File: src/rtl/capture_sequencer.sv
// capture_sequencer: record-capture controller for the pre-trigger FIFO.
// Phases per record: fill the pre-trigger FIFO, wait for a trigger, then
// stream PRE_TRIG+REC_LEN pairs to storage. After each record it re-arms
// until num_records records are stored; num_records==0 runs continuously.
// Optional feature macro: CAPTURE_SEQ_AUTOTRIG_EN. When it is defined, a
// trigger is forced after TIMEOUT cycles in WAIT_TRIG and is flagged on
// `forced`. When it is undefined, `forced` stays 0.
// All outputs are registered. They are computed from the next state, so
// each output lines up with the state it describes.
module capture_sequencer #(
  parameter int PRE_TRIG = 10,
  parameter int REC_LEN  = 1024,
  parameter int CNT_W    = 16,
  parameter int TIMEOUT  = 65535
) (
  input  logic             clk,
  input  logic             rst,
  input  logic             capture_en,
  input  logic             arm,
  input  logic             trigger_start,
  input  logic [CNT_W-1:0] num_records,
  output logic             trigger_ready,
  output logic             fifo_rd_en,
  output logic             store_en,
  output logic             record_start,
  output logic             record_done,
  output logic             acq_done,
  output logic             busy,
  output logic             forced,
  output logic [CNT_W-1:0] record_cnt
);

  localparam int TOTAL = PRE_TRIG + REC_LEN;
  localparam int CW    = $clog2(TOTAL);
  localparam logic [CW-1:0]    FILL_LAST  = CW'(PRE_TRIG - 1);
  localparam logic [CW-1:0]    CAP_LAST   = CW'(TOTAL - 1);
  localparam logic [CW-1:0]    CAP_PENULT = CW'(TOTAL - 2);
  localparam logic [CW-1:0]    CW_ONE     = CW'(1);
  localparam logic [CNT_W-1:0] CNT_ONE    = CNT_W'(1);

  typedef enum logic [1:0] {IDLE, FILL, WAIT_TRIG, CAPTURE} state_t;

  state_t           state_reg, state_next;
  logic [CW-1:0]    fill_cnt_reg, fill_cnt_next;
  logic [CW-1:0]    cap_cnt_reg, cap_cnt_next;
  logic [CNT_W-1:0] record_cnt_reg, record_cnt_next;
  logic             forced_reg, forced_next;
  logic             record_start_reg, record_start_next;
  logic             record_done_reg, record_done_next;
  logic             acq_done_reg, acq_done_next;
  logic             trigger_ready_reg, fifo_rd_en_reg, store_en_reg, busy_reg;
  logic             auto_fire;

`ifdef CAPTURE_SEQ_AUTOTRIG_EN
  localparam int TW = $clog2(TIMEOUT + 1);
  localparam logic [TW-1:0] TO_LAST = TW'(TIMEOUT - 1);
  localparam logic [TW-1:0] TW_ONE  = TW'(1);

  logic [TW-1:0] to_cnt_reg;

  // Timeout counter: counts cycles spent in WAIT_TRIG and restarts on every entry.
  always_ff @(posedge clk or posedge rst) begin
    if (rst)
      to_cnt_reg <= '0;
    else if (state_reg == WAIT_TRIG)
      to_cnt_reg <= to_cnt_reg + TW_ONE;
    else
      to_cnt_reg <= '0;
  end

  assign auto_fire = (state_reg == WAIT_TRIG) && (to_cnt_reg == TO_LAST);
`else
  // Without auto-trigger, WAIT_TRIG waits for a real trigger indefinitely.
  // TIMEOUT is still referenced here so the parameter list stays uniform.
  logic unused_timeout;
  assign unused_timeout = (TIMEOUT == 0);
  assign auto_fire      = 1'b0;
`endif

  // Next-state, counter and pulse logic. A low capture_en overrides everything.
  always_comb begin
    state_next        = state_reg;
    fill_cnt_next     = fill_cnt_reg;
    cap_cnt_next      = cap_cnt_reg;
    record_cnt_next   = record_cnt_reg;
    forced_next       = forced_reg;
    record_start_next = 1'b0;
    record_done_next  = 1'b0;
    acq_done_next     = 1'b0;

    case (state_reg)
      IDLE: begin
        if (arm) begin
          state_next      = FILL;
          fill_cnt_next   = '0;
          record_cnt_next = '0;
          forced_next     = 1'b0;
        end
      end
      FILL: begin
        fill_cnt_next = fill_cnt_reg + CW_ONE;
        if (fill_cnt_reg == FILL_LAST)
          state_next = WAIT_TRIG;
      end
      WAIT_TRIG: begin
        // A real trigger takes priority over a timeout on the same cycle.
        if (trigger_start || auto_fire) begin
          state_next        = CAPTURE;
          cap_cnt_next      = '0;
          record_start_next = 1'b1;
          forced_next       = !trigger_start;
        end
      end
      CAPTURE: begin
        cap_cnt_next = cap_cnt_reg + CW_ONE;
        // Prepare the last-cycle pulses one cycle early so they are registered.
        if (cap_cnt_reg == CAP_PENULT) begin
          record_done_next = 1'b1;
          record_cnt_next  = record_cnt_reg + CNT_ONE;
          acq_done_next    = (num_records != '0) &&
                             ((record_cnt_reg + CNT_ONE) == num_records);
        end
        if (cap_cnt_reg == CAP_LAST) begin
          state_next    = acq_done_reg ? IDLE : FILL;
          fill_cnt_next = '0;
        end
      end
      default: state_next = IDLE;
    endcase

    // An abort discards the partial record: no pulses and no count update.
    if (!capture_en) begin
      state_next        = IDLE;
      record_cnt_next   = record_cnt_reg;
      forced_next       = forced_reg;
      record_start_next = 1'b0;
      record_done_next  = 1'b0;
      acq_done_next     = 1'b0;
    end
  end

  // State, counters and output registers.
  always_ff @(posedge clk or posedge rst) begin
    if (rst) begin
      state_reg         <= IDLE;
      fill_cnt_reg      <= '0;
      cap_cnt_reg       <= '0;
      record_cnt_reg    <= '0;
      forced_reg        <= 1'b0;
      record_start_reg  <= 1'b0;
      record_done_reg   <= 1'b0;
      acq_done_reg      <= 1'b0;
      trigger_ready_reg <= 1'b0;
      fifo_rd_en_reg    <= 1'b0;
      store_en_reg      <= 1'b0;
      busy_reg          <= 1'b0;
    end else begin
      state_reg         <= state_next;
      fill_cnt_reg      <= fill_cnt_next;
      cap_cnt_reg       <= cap_cnt_next;
      record_cnt_reg    <= record_cnt_next;
      forced_reg        <= forced_next;
      record_start_reg  <= record_start_next;
      record_done_reg   <= record_done_next;
      acq_done_reg      <= acq_done_next;
      trigger_ready_reg <= (state_next == WAIT_TRIG);
      fifo_rd_en_reg    <= (state_next == WAIT_TRIG) || (state_next == CAPTURE);
      store_en_reg      <= (state_next == CAPTURE);
      busy_reg          <= (state_next != IDLE);
    end
  end

  assign trigger_ready = trigger_ready_reg;
  assign fifo_rd_en    = fifo_rd_en_reg;
  assign store_en      = store_en_reg;
  assign record_start  = record_start_reg;
  assign record_done   = record_done_reg;
  assign acq_done      = acq_done_reg;
  assign busy          = busy_reg;
  assign forced        = forced_reg;
  assign record_cnt    = record_cnt_reg;

endmodule

File: config.mk
export PLATFORM = sky130hd
export DESIGN_NAME = capture_sequencer
export DESIGN_NICKNAME = d
export VERILOG_FILES = /design/src/rtl/capture_sequencer.sv
export SDC_FILE = /design/constraint.sdc
export NUM_CORES = 1
export LEC_CHECK = 0
export CAP_MARGIN = 20
export CORE_ASPECT_RATIO = 1.25
export CORE_UTILIZATION = 45
export DETAILED_ROUTE_END_ITERATION = 12
export GPL_TIMING_DRIVEN = 1
export PLACE_DENSITY = 0.71
export RECOVER_POWER = 25
export SLEW_MARGIN = 10
export SYNTH_ARGS = -nofsm -noshare
export SYNTH_HDL_FRONTEND = slang
export SYNTH_SLANG_ARGS = --single-unit
File: constraint.sdc
create_clock -name clk -period 2 [get_ports clk]
set_input_delay 0.3 -clock clk [delete_from_list [all_inputs] [get_ports clk]]
set_output_delay 0.3 -clock clk [all_outputs]
set_load 0.1 [all_outputs]
Yosys cells after proc, flatten, opt, wreduce, memory -nomap -nowiden --
Index checks and enable logic that the tools add are counted.
Storage, ports and cells: flip-flop bits (word level) 48, input bits 21, output and inout port bits 24, word-level logic and storage cells 69
Operators by class: add/subtract/negate cells 3, equality and inequality tests 13, muxes and demuxes 27, reductions and logical operators 14
Operators with widths (number):
- $mux W11 | 3
- $pmux W11 S3 | 1
- $mux W16 | 2
- $pmux W16 S2 | 1
- $add A11 B1 Y11 const B | 2
- $eq A11 B11 Y1 const B | 2
- $pmux W11 S2 | 1
- $add A16 B1 Y16 const B | 1
- $eq A16 B16 Y1 | 1
- $reduce_bool A16 Y1 | 1
- $mux W1 | 12
- $eq A11 B4 Y1 const B | 1
- $mux W2 | 5
- $eq A2 B2 Y1 const B | 4
- $ne A2 B2 Y1 const B | 4
- $pmux W2 S4 | 1
- $reduce_and A4 Y1 | 2
- $reduce_bool A2 Y1 | 4
- $reduce_and A3 Y1 | 1
- $reduce_bool A3 Y1 | 1
- $eq A2 B1 Y1 const B | 1
- $logic_not A2 Y1 | 1
- $pmux W1 S2 | 1
- $reduce_and A2 Y1 | 1
- 3 further kinds | 3

Depth between registers and ports, before layout --
Gate-level depths: netlist of run 1.
depth after elaboration 6, depth in mapped cells 8, gate-level depth less buffers 7

Worst setup path after synthesis of run 1 --
Ideal clock, no wire load.
path kind register -> register, start point reg record_cnt_reg[0] (netlist: record_cnt[0]), end point reg acq_done_reg (netlist: acq_done), library setup time 0.141 ns, arrival 2.839 ns, required time 1.859 ns, slack -0.979 ns, stages on the path, launching flop included 8, path buffers 0, period minus slack after synthesis 2.979 ns, cell sequence dfrtp_1 -> ha_1 -> nand3_1 -> nor3_1 -> and3_1 -> mux2_2 -> o31ai_1 -> a2111oi_2
Between the ends: word-level cells in the longest chain between the ends 6
Ends and longest elaborated chain:
- from (decl) | RTL line 46 | logic [CNT_W-1:0] record_cnt_reg, record_cnt_next;
- from (signal assigned) | RTL line 161 | record_cnt_reg <= record_cnt_next;
- $add A16 B1 Y16 | RTL line 121 | ((record_cnt_reg + CNT_ONE) == num_records);
- $eq A16 B16 Y1 | RTL line 121
- $logic_and A1 B1 Y1 | RTL line 120 | acq_done_next = (num_records != '0) &&
- $mux W1 | RTL line 117 | if (cap_cnt_reg == CAP_PENULT) begin
- $mux W1 | RTL line 91 | case (state_reg)
- $mux W1 | RTL line 132 | if (!capture_en) begin
- net acq_done_next | RTL line 50 | logic acq_done_reg, acq_done_next;
- to (signal assigned) | RTL line 165 | acq_done_reg <= acq_done_next;
- to (decl) | RTL line 50
The timed path passes the listed nets, and every way through them passes these cells. A chain may end at the register's enable or synchronous reset.

Worst setup path in the final report of run 1 --
start point reg cap_cnt_reg[8], end point reg fill_cnt_reg[4]
Between the ends: word-level cells in the longest chain between the ends 3
Ends and longest elaborated chain:
- from (decl) | RTL line 45 | logic [CW-1:0] cap_cnt_reg, cap_cnt_next;
- from (signal assigned) | RTL line 160 | cap_cnt_reg <= cap_cnt_next;
- $eq A11 B11 Y1 | RTL line 123 | if (cap_cnt_reg == CAP_LAST) begin
- $ne A2 B2 Y1 (no source line)
- $reduce_and A3 Y1 (no source line)
- to (signal assigned) | RTL line 159 | fill_cnt_reg <= fill_cnt_next;
- to (decl) | RTL line 44 | logic [CW-1:0] fill_cnt_reg, fill_cnt_next;
No other way between the ends.

==> impl_metrics.json, run 1 <==
{
  "drt_iter0_markers": 161,
  "drtAntennaViolNets": 0,
  "synth_flop_cell": "dfrtp_1",
  "path_max_fanout": 7,
  "grt_pass1_vias": 2824,
  "grt_pass1_wl_um": 13000,
  "leakage_uw": 0.00186,
  "critPathBufInv": 3,
  "status": "complete, but fails checks",
  "finalNetCount": 465,
  "syn_avg_cell_area_um2": 8.89,
  "power_density_nw_per_um2": 480,
  "timing.hold.ws_ns": 0.504,
  "cp_slowest_cell": "or4_4",
  "wl_per_cell_um": 15.7,
  "rsz0062_at_grt": "true",
  "ys_ff_latch": 48,
  "yosys.cell_types.count": 48,
  "yosysTopAreaCellShare": 0.408,
  "timing.fmax_mhz": 436,
  "clock_latency_ns": 0.31,
  "yosys_warnings": 0,
  "end_kind": "flip-flop",
  "die_h_um": 92.4,
  "dr.pass1.iters": 5,
  "synthTopCellsByArea": "dfrtp_1, o21ai_0, xnor2_1",
  "antennaDiodeCount": 0,
  "place.gp.congestion": 0.923,
  "grt_max_degree": 34,
  "maxSlewViolCount": 0,
  "grt_overflow": 0,
  "clkSinkCount": 48,
  "required_ns": 2.24,
  "drcViolationCount": 0,
  "synth_nets": 358,
  "p_total_uw": 2100,
  "path_clk_slew_ns": 0.10,
  "synth_enable_flop_cells": 0,
  "viasPerCell": 5.63,
  "dpl.hpwl_um": 5750,
  "antenna_found_initial": 0,
  "critPathMaxStageDelay_ns": 0.54,
  "holdBufCountCts": 0,
  "die_w_um": 74.3,
  "placementRows": 32,
  "core-area_um2": 6250,
  "synth_area_um2": 2940,
  "cts_root_buffer": "clkbuf_8",
  "slew_headroom": 0.518,
  "period_needed_ns": 2.29,
  "nFillCells": 512,
  "netlist_instances": 331,
  "violations": "setup timing",
  "cts_buffers": 5,
  "htreeDepth": 2,
  "vias": 2951,
  "tritoncts": "yes",
  "crit_family": "simple AND/OR/NAND/NOR gates",
  "track_usage": 0.247,
  "io_pins": 45,
  "io_buffers": 44,
  "worstPathArrival_ns": 2.54,
  "syn_to_final_growth_pct": 48.7,
  "worstSetupPathType": "reg2reg",
  "dieArea_um2": 6870,
  "synth_largest_area_cell": "dfrtp_1",
  "min_period_over_period": 1.15,
  "fin_ws_ns": -0.293,
  "drv_cap": 0,
  "start_util": 0.471,
  "drive_above_1_share": 0.408,
  "worst_path_most_repeated_cell": "buf_6",
  "tightest_slew_ns": 0.723,
  "synthArstFlopShare": 1.00,
  "ys_seq_area_frac": 0.408,
  "largest_reg_flops": 16,
  "routed_wl_um": 8230,
  "hp-class": "in2async",
  "fin_skew_ns": 0.00641,
  "final-hold-violation-count": 0,
  "cts_buffer_depth": 2,
  "cp-start-kind": "flip-flop",
  "setup_viol": 34,
  "vdd_drop_max_mv": 0.298,
  "crit_chain": "or4_4, buf_6, nor3_4, buf_4, a31oi_4, buf_6, or3_1, a21oi_2"
}
[power by group]
group | leakage [uW] | total (uW) | switching (uW) | internal (uW)
clock network | 0.0000548 | 742 | 365 | 377
logic | 0.00121 | 334 | 172 | 162
registers | 0.000598 | 1030 | 28.8 | 999
[routing by layer]
metal  track usage  share of wire
met1         0.300           0.42
met5             0              0
met2         0.437           0.52
met3        0.0359          0.042
met4        0.0818          0.021
[cells by family (layout without fill, tap and decap cells)]
group / after synthesis / count (layout) / share of synthesized area
AOI/OAI and AO/OA: 75 / 75 / 0.166
buffers and inverters: 26 / 134 / 0.0382
and+or+nand+nor: 142 / 142 / 0.256
muxes: 6 / 6 / 0.0225
adders and majority gates: 6 / 6 / 0.0255
DFF: 48 / 48 / 0.408
xor gates and xnor gates: 28 / 28 / 0.0833
[through the flow]
step           setup WS (ns)  utilization  std cells  TNS, ns  cell area (um^2)
2_1_floorplan         -0.300            -        331   -0.300              3050
3_3_place_gp          -0.243        0.629        507    -1.45              3930
3_5_place_dp          -0.326        0.629        507    -1.84              3930
4_1_cts               -0.225        0.674        520    -2.86              4210
5_1_grt               -0.390        0.701        524    -8.79              4380
6_report              -0.293        0.701        524    -5.90              4380
[synth_stat cells, types with 2 or more instances]
| cell type | count |
|---|---|
| mux2_2 | 5 |
| dfrtp_1 | 48 |
| or3_1 | 5 |
| ha_1 | 6 |
| buf_2 | 5 |
| inv_1 | 13 |
| nor3b_1 | 3 |
| and4_1 | 3 |
| nand3b_1 | 2 |
| o211ai_1 | 3 |
| a211oi_1 | 3 |
| xor2_1 | 9 |
| nand4_1 | 8 |
| nand2b_1 | 3 |
| nor2_1 | 34 |
| o21ai_0 | 38 |
| clkbuf_1 | 6 |
| xnor2_1 | 19 |
| nor3_1 | 10 |
| and3_1 | 7 |
| nand3_1 | 15 |
| o21ai_1 | 2 |
| o31ai_1 | 9 |
| nor2b_1 | 4 |
| nor4b_1 | 5 |
| a21oi_1 | 5 |
| a22o_1 | 5 |
| and2b_2 | 2 |
| nand2_1 | 28 |
| or4_4 | 2 |
| nor4_1 | 7 |
[layout make-up]
cell class | instances | area [um^2] | area share
multi-input cells | 257 | 1900 | 0.434
flip-flops and latches | 48 | 1250 | 0.285
repair buffers | 113 | 960 | 0.219
well taps | 85 | 106 | 0.0243
clock buffers | 5 | 68.8 | 0.0157
inverters | 13 | 52.6 | 0.0120
clock inverters | 3 | 46.3 | 0.0106
[final timing paths]
path                                     start              end  slack, ns  cells past startpoint
max in group asynchronous                  rst   record_cnt[10]       0.27                      3
worst min-delay path                       rst       fifo_rd_en       0.50                      2
worst min register to register          forced           forced       0.51                      1
worst max-delay path            cap_cnt_reg[8]  fill_cnt_reg[4]      -0.29                      8
worst max register to register  cap_cnt_reg[8]  fill_cnt_reg[4]      -0.29                      8
min in group clk                        forced           forced       0.51                      1
[layout by cell type, fill, tap and decap left out, types with 4 or more instances in the layout]
cell,count
a22o_1,5
buf_4,81
buf_6,9
clkbuf_8,5
clkdlybuf4s50_1,19
dfrtp_1,34
dfrtp_4,11
ha_1,5
inv_1,10
mux2_2,5
nand2_1,24
nand3_1,14
nand4_1,8
nor2_1,34
nor2b_1,4
nor3_1,6
nor4_1,7
o21ai_0,14
o21ai_1,9
o21ai_2,15
o31ai_1,6
xnor2_1,19
xor2_1,9
[what timing repair did]
action	4_1_cts	5_1_grt
endpoints found under the setup margin	17	35
cloned	1	0
resized for setup	40	48
endpoints found under the hold margin	0	0
setup buffers	4	4
pin swaps	12	33
Note: power is estimated with default switching activity, not from simulation.
==> run 2: changes to the inputs <==
--- a/config.mk
+++ b/config.mk
@@ -6,13 +6,14 @@
 export NUM_CORES = 1
 export LEC_CHECK = 0
 export CAP_MARGIN = 20
-export CORE_ASPECT_RATIO = 1.25
+export CORE_ASPECT_RATIO = 0.7
 export CORE_UTILIZATION = 45
 export DETAILED_ROUTE_END_ITERATION = 12
 export GPL_TIMING_DRIVEN = 1
 export PLACE_DENSITY = 0.71
 export RECOVER_POWER = 25
-export SLEW_MARGIN = 10
+export SETUP_SLACK_MARGIN = 0.2
+export SLEW_MARGIN = 20
 export SYNTH_ARGS = -nofsm -noshare
 export SYNTH_HDL_FRONTEND = slang
 export SYNTH_SLANG_ARGS = --single-unit
==> impl_metrics.json, run 2 (synthesis results as in run 1) <==
{
  "status": "complete, but fails checks",
  "violations": "setup timing",
  "fin_ws_ns": -0.124,
  "track_usage": 0.259,
  "tritoncts": "yes",
  "grt_overflow": 0,
  "start_util": 0.469,
  "worstPathArrival_ns": 2.33,
  "grt_pass1_wl_um": 13800,
  "worstReg2RegEnd": "acq_done",
  "grt_pass1_vias": 2761,
  "rsz0062_at_grt": "true",
  "min_period_over_period": 1.06,
  "crit_chain": "or4_4, or4_4, a2111oi_4, o311ai_1, a2111oi_2",
  "end_kind": "flip-flop",
  "worst-path-stages": 5,
  "place.gp.congestion": 0.888,
  "critPathBufInv": 0,
  "postLayoutCoreUtil": 0.695,
  "drt_iter0_markers": 165,
  "io_pins": 45,
  "critPathMaxStageDelay_ns": 0.54,
  "vias": 2909,
  "cts_buffers": 5,
  "die_h_um": 69.7,
  "antennaDiodeCount": 0,
  "drv_cap": 0,
  "viasPerCell": 5.61,
  "leakage_uw": 0.00187,
  "wl_per_cell_um": 16.1,
  "slew_headroom": 0.586,
  "final_cell_mix": "buf_4, nor2_1, dfrtp_1",
  "path_max_fanout": 2,
  "crit_family": "simple AND/OR/NAND/NOR gates",
  "syn_to_final_growth_pct": 48.2,
  "tightest_slew_ns": 0.620,
  "path_clk_slew_ns": 0.09,
  "timing.fmax_mhz": 471,
  "drtAntennaViolNets": 0,
  "power_density_nw_per_um2": 492,
  "required_ns": 2.21,
  "cts_root_buffer": "clkbuf_8",
  "crit_start": "cap_cnt_reg[7]",
  "worst_path_most_repeated_cell": "or4_4",
  "final-hold-violation-count": 0,
  "largest_reg_flops": 16,
  "period_needed_ns": 2.12,
  "p_sw_uw": 543,
  "routed_wl_um": 8350,
  "fin_skew_ns": 0.00739,
  "drive_above_1_share": 0.392,
  "nFillCells": 488,
  "clkPwrFrac": 0.362,
  "core-area_um2": 6280,
  "finalNetCount": 467,
  "dpl_cell_area_um2": 3990,
  "antenna_found_initial": 0,
  "reg2reg_slack_ns": -0.12,
  "clock_latency_ns": 0.31,
  "worstRegToRegCells": 5,
  "layout_commonest_cell": "buf_4",
  "vdd_drop_max_mv": 0.375,
  "endpoint": "acq_done",
  "holdBufCountCts": 0,
  "stdcell_area_um2": 4360,
  "combinationalPowerShare": 0.157,
  "clkSinkCount": 48,
  "drcViolationCount": 0,
  "dr.pass1.iters": 4,
  "htreeDepth": 2,
  "grt_max_degree": 25,
  "dpl.hpwl_um": 6040,
  "io_buffers": 44,
  "p_int_uw": 1600,
  "power_frac_seq": 0.482,
  "placementRows": 24,
  "cp_slowest_cell": "or4_4",
  "reg2reg_from": "cap_cnt_reg[7]",
  "worstSetupPathType": "reg2reg",
  "cp-start-kind": "flip-flop",
  "setup_viol": 24,
  "p_total_uw": 2150,
  "place_ws_ns": -0.234,
  "swShare": 0.253,
  "cts_buffer_depth": 2,
  "maxSlewViolCount": 0,
  "die_w_um": 98.7,
  "hp-class": "in2async",
  "dieArea_um2": 6880
}
[run 2: cell count changes in the layout (fill, tap and decap cells not counted), moves of 3 or more]
cell	before	now
o31ai_1	6	9
o21ai_1	9	17
o31ai_2	3	0
o21ai_2	15	7
[run 2: stage by stage]
step / TNS (ns) / std cells / hold WS (ns)
2_1_floorplan: -0.325 / 331 / 0.434
3_3_place_gp: -1.84 / 501 / 0.490
6_report: -1.12 / 519 / 0.496
4_1_cts: -1.52 / 516 / 0.288
5_1_grt: -4.13 / 519 / 0.545
3_5_place_dp: -3.34 / 501 / 0.499
[run 2: routing by layer]
metal  up-vias  wire (um)  GRT usage
met4         0         75     0.0663
met5         -          0          0
met2        68       3610      0.379
met1      1418       4170      0.385
li1       1415          -          -
met3         8        502     0.0595
[run 2: power by group through the flow]
stage / combinational (uW) / clock (uW) / sequential (uW)
floorplan: 138 / 0 / 1060
global placement: 284 / 0 / 1050
detailed placement: 290 / 0 / 1050
CTS: 325 / 803 / 1030
global route: 367 / 836 / 1040
finish: 336 / 776 / 1030
[run 2: worst min-delay path by stage]
stage | to | slack (ns) | startpoint | cells after the start
floorplan | record_start | 0.43 | capture_en | 2
global placement | forced | 0.49 | forced | 1
detailed placement | forced | 0.50 | forced | 1
CTS | record_cnt[4] | 0.29 | rst | 2
global route | record_cnt[15] | 0.54 | record_cnt[15] | 1
finish | record_cnt[4] | 0.50 | rst | 2
[run 2: area by class of cell]
type / instances / area [um^2] / area share
sequential: 48 / 1250 / 0.286
clock buffer: 7 / 96.3 / 0.0221
tap: 78 / 97.6 / 0.0224
multi-input combinational: 258 / 1900 / 0.435
clock inverter: 1 / 30.0 / 0.00688
inverter: 13 / 51.3 / 0.0118
timing repair buffer: 114 / 945 / 0.216
[run 2: what timing repair did]
action                     in CTS  in global routing
setup endpoints to repair      35                 36
buffers inserted                6                  3
pin swaps                      24                 10
gates resized for setup        39                 22
cloned                          1                  0
==> run 3: changes to the inputs <==
--- a/config.mk
+++ b/config.mk
@@ -5,9 +5,11 @@
 export SDC_FILE = /design/constraint.sdc
 export NUM_CORES = 1
 export LEC_CHECK = 0
+export ABC_CLOCK_PERIOD_IN_PS = 2000
 export CAP_MARGIN = 20
 export CORE_ASPECT_RATIO = 0.7
 export CORE_UTILIZATION = 45
+export CTS_CLUSTER_SIZE = 20
 export DETAILED_ROUTE_END_ITERATION = 12
 export GPL_TIMING_DRIVEN = 1
 export PLACE_DENSITY = 0.71
==> results of run 3 <==
Same layout as run 2: the final DEF is identical, and so are final timing and power.
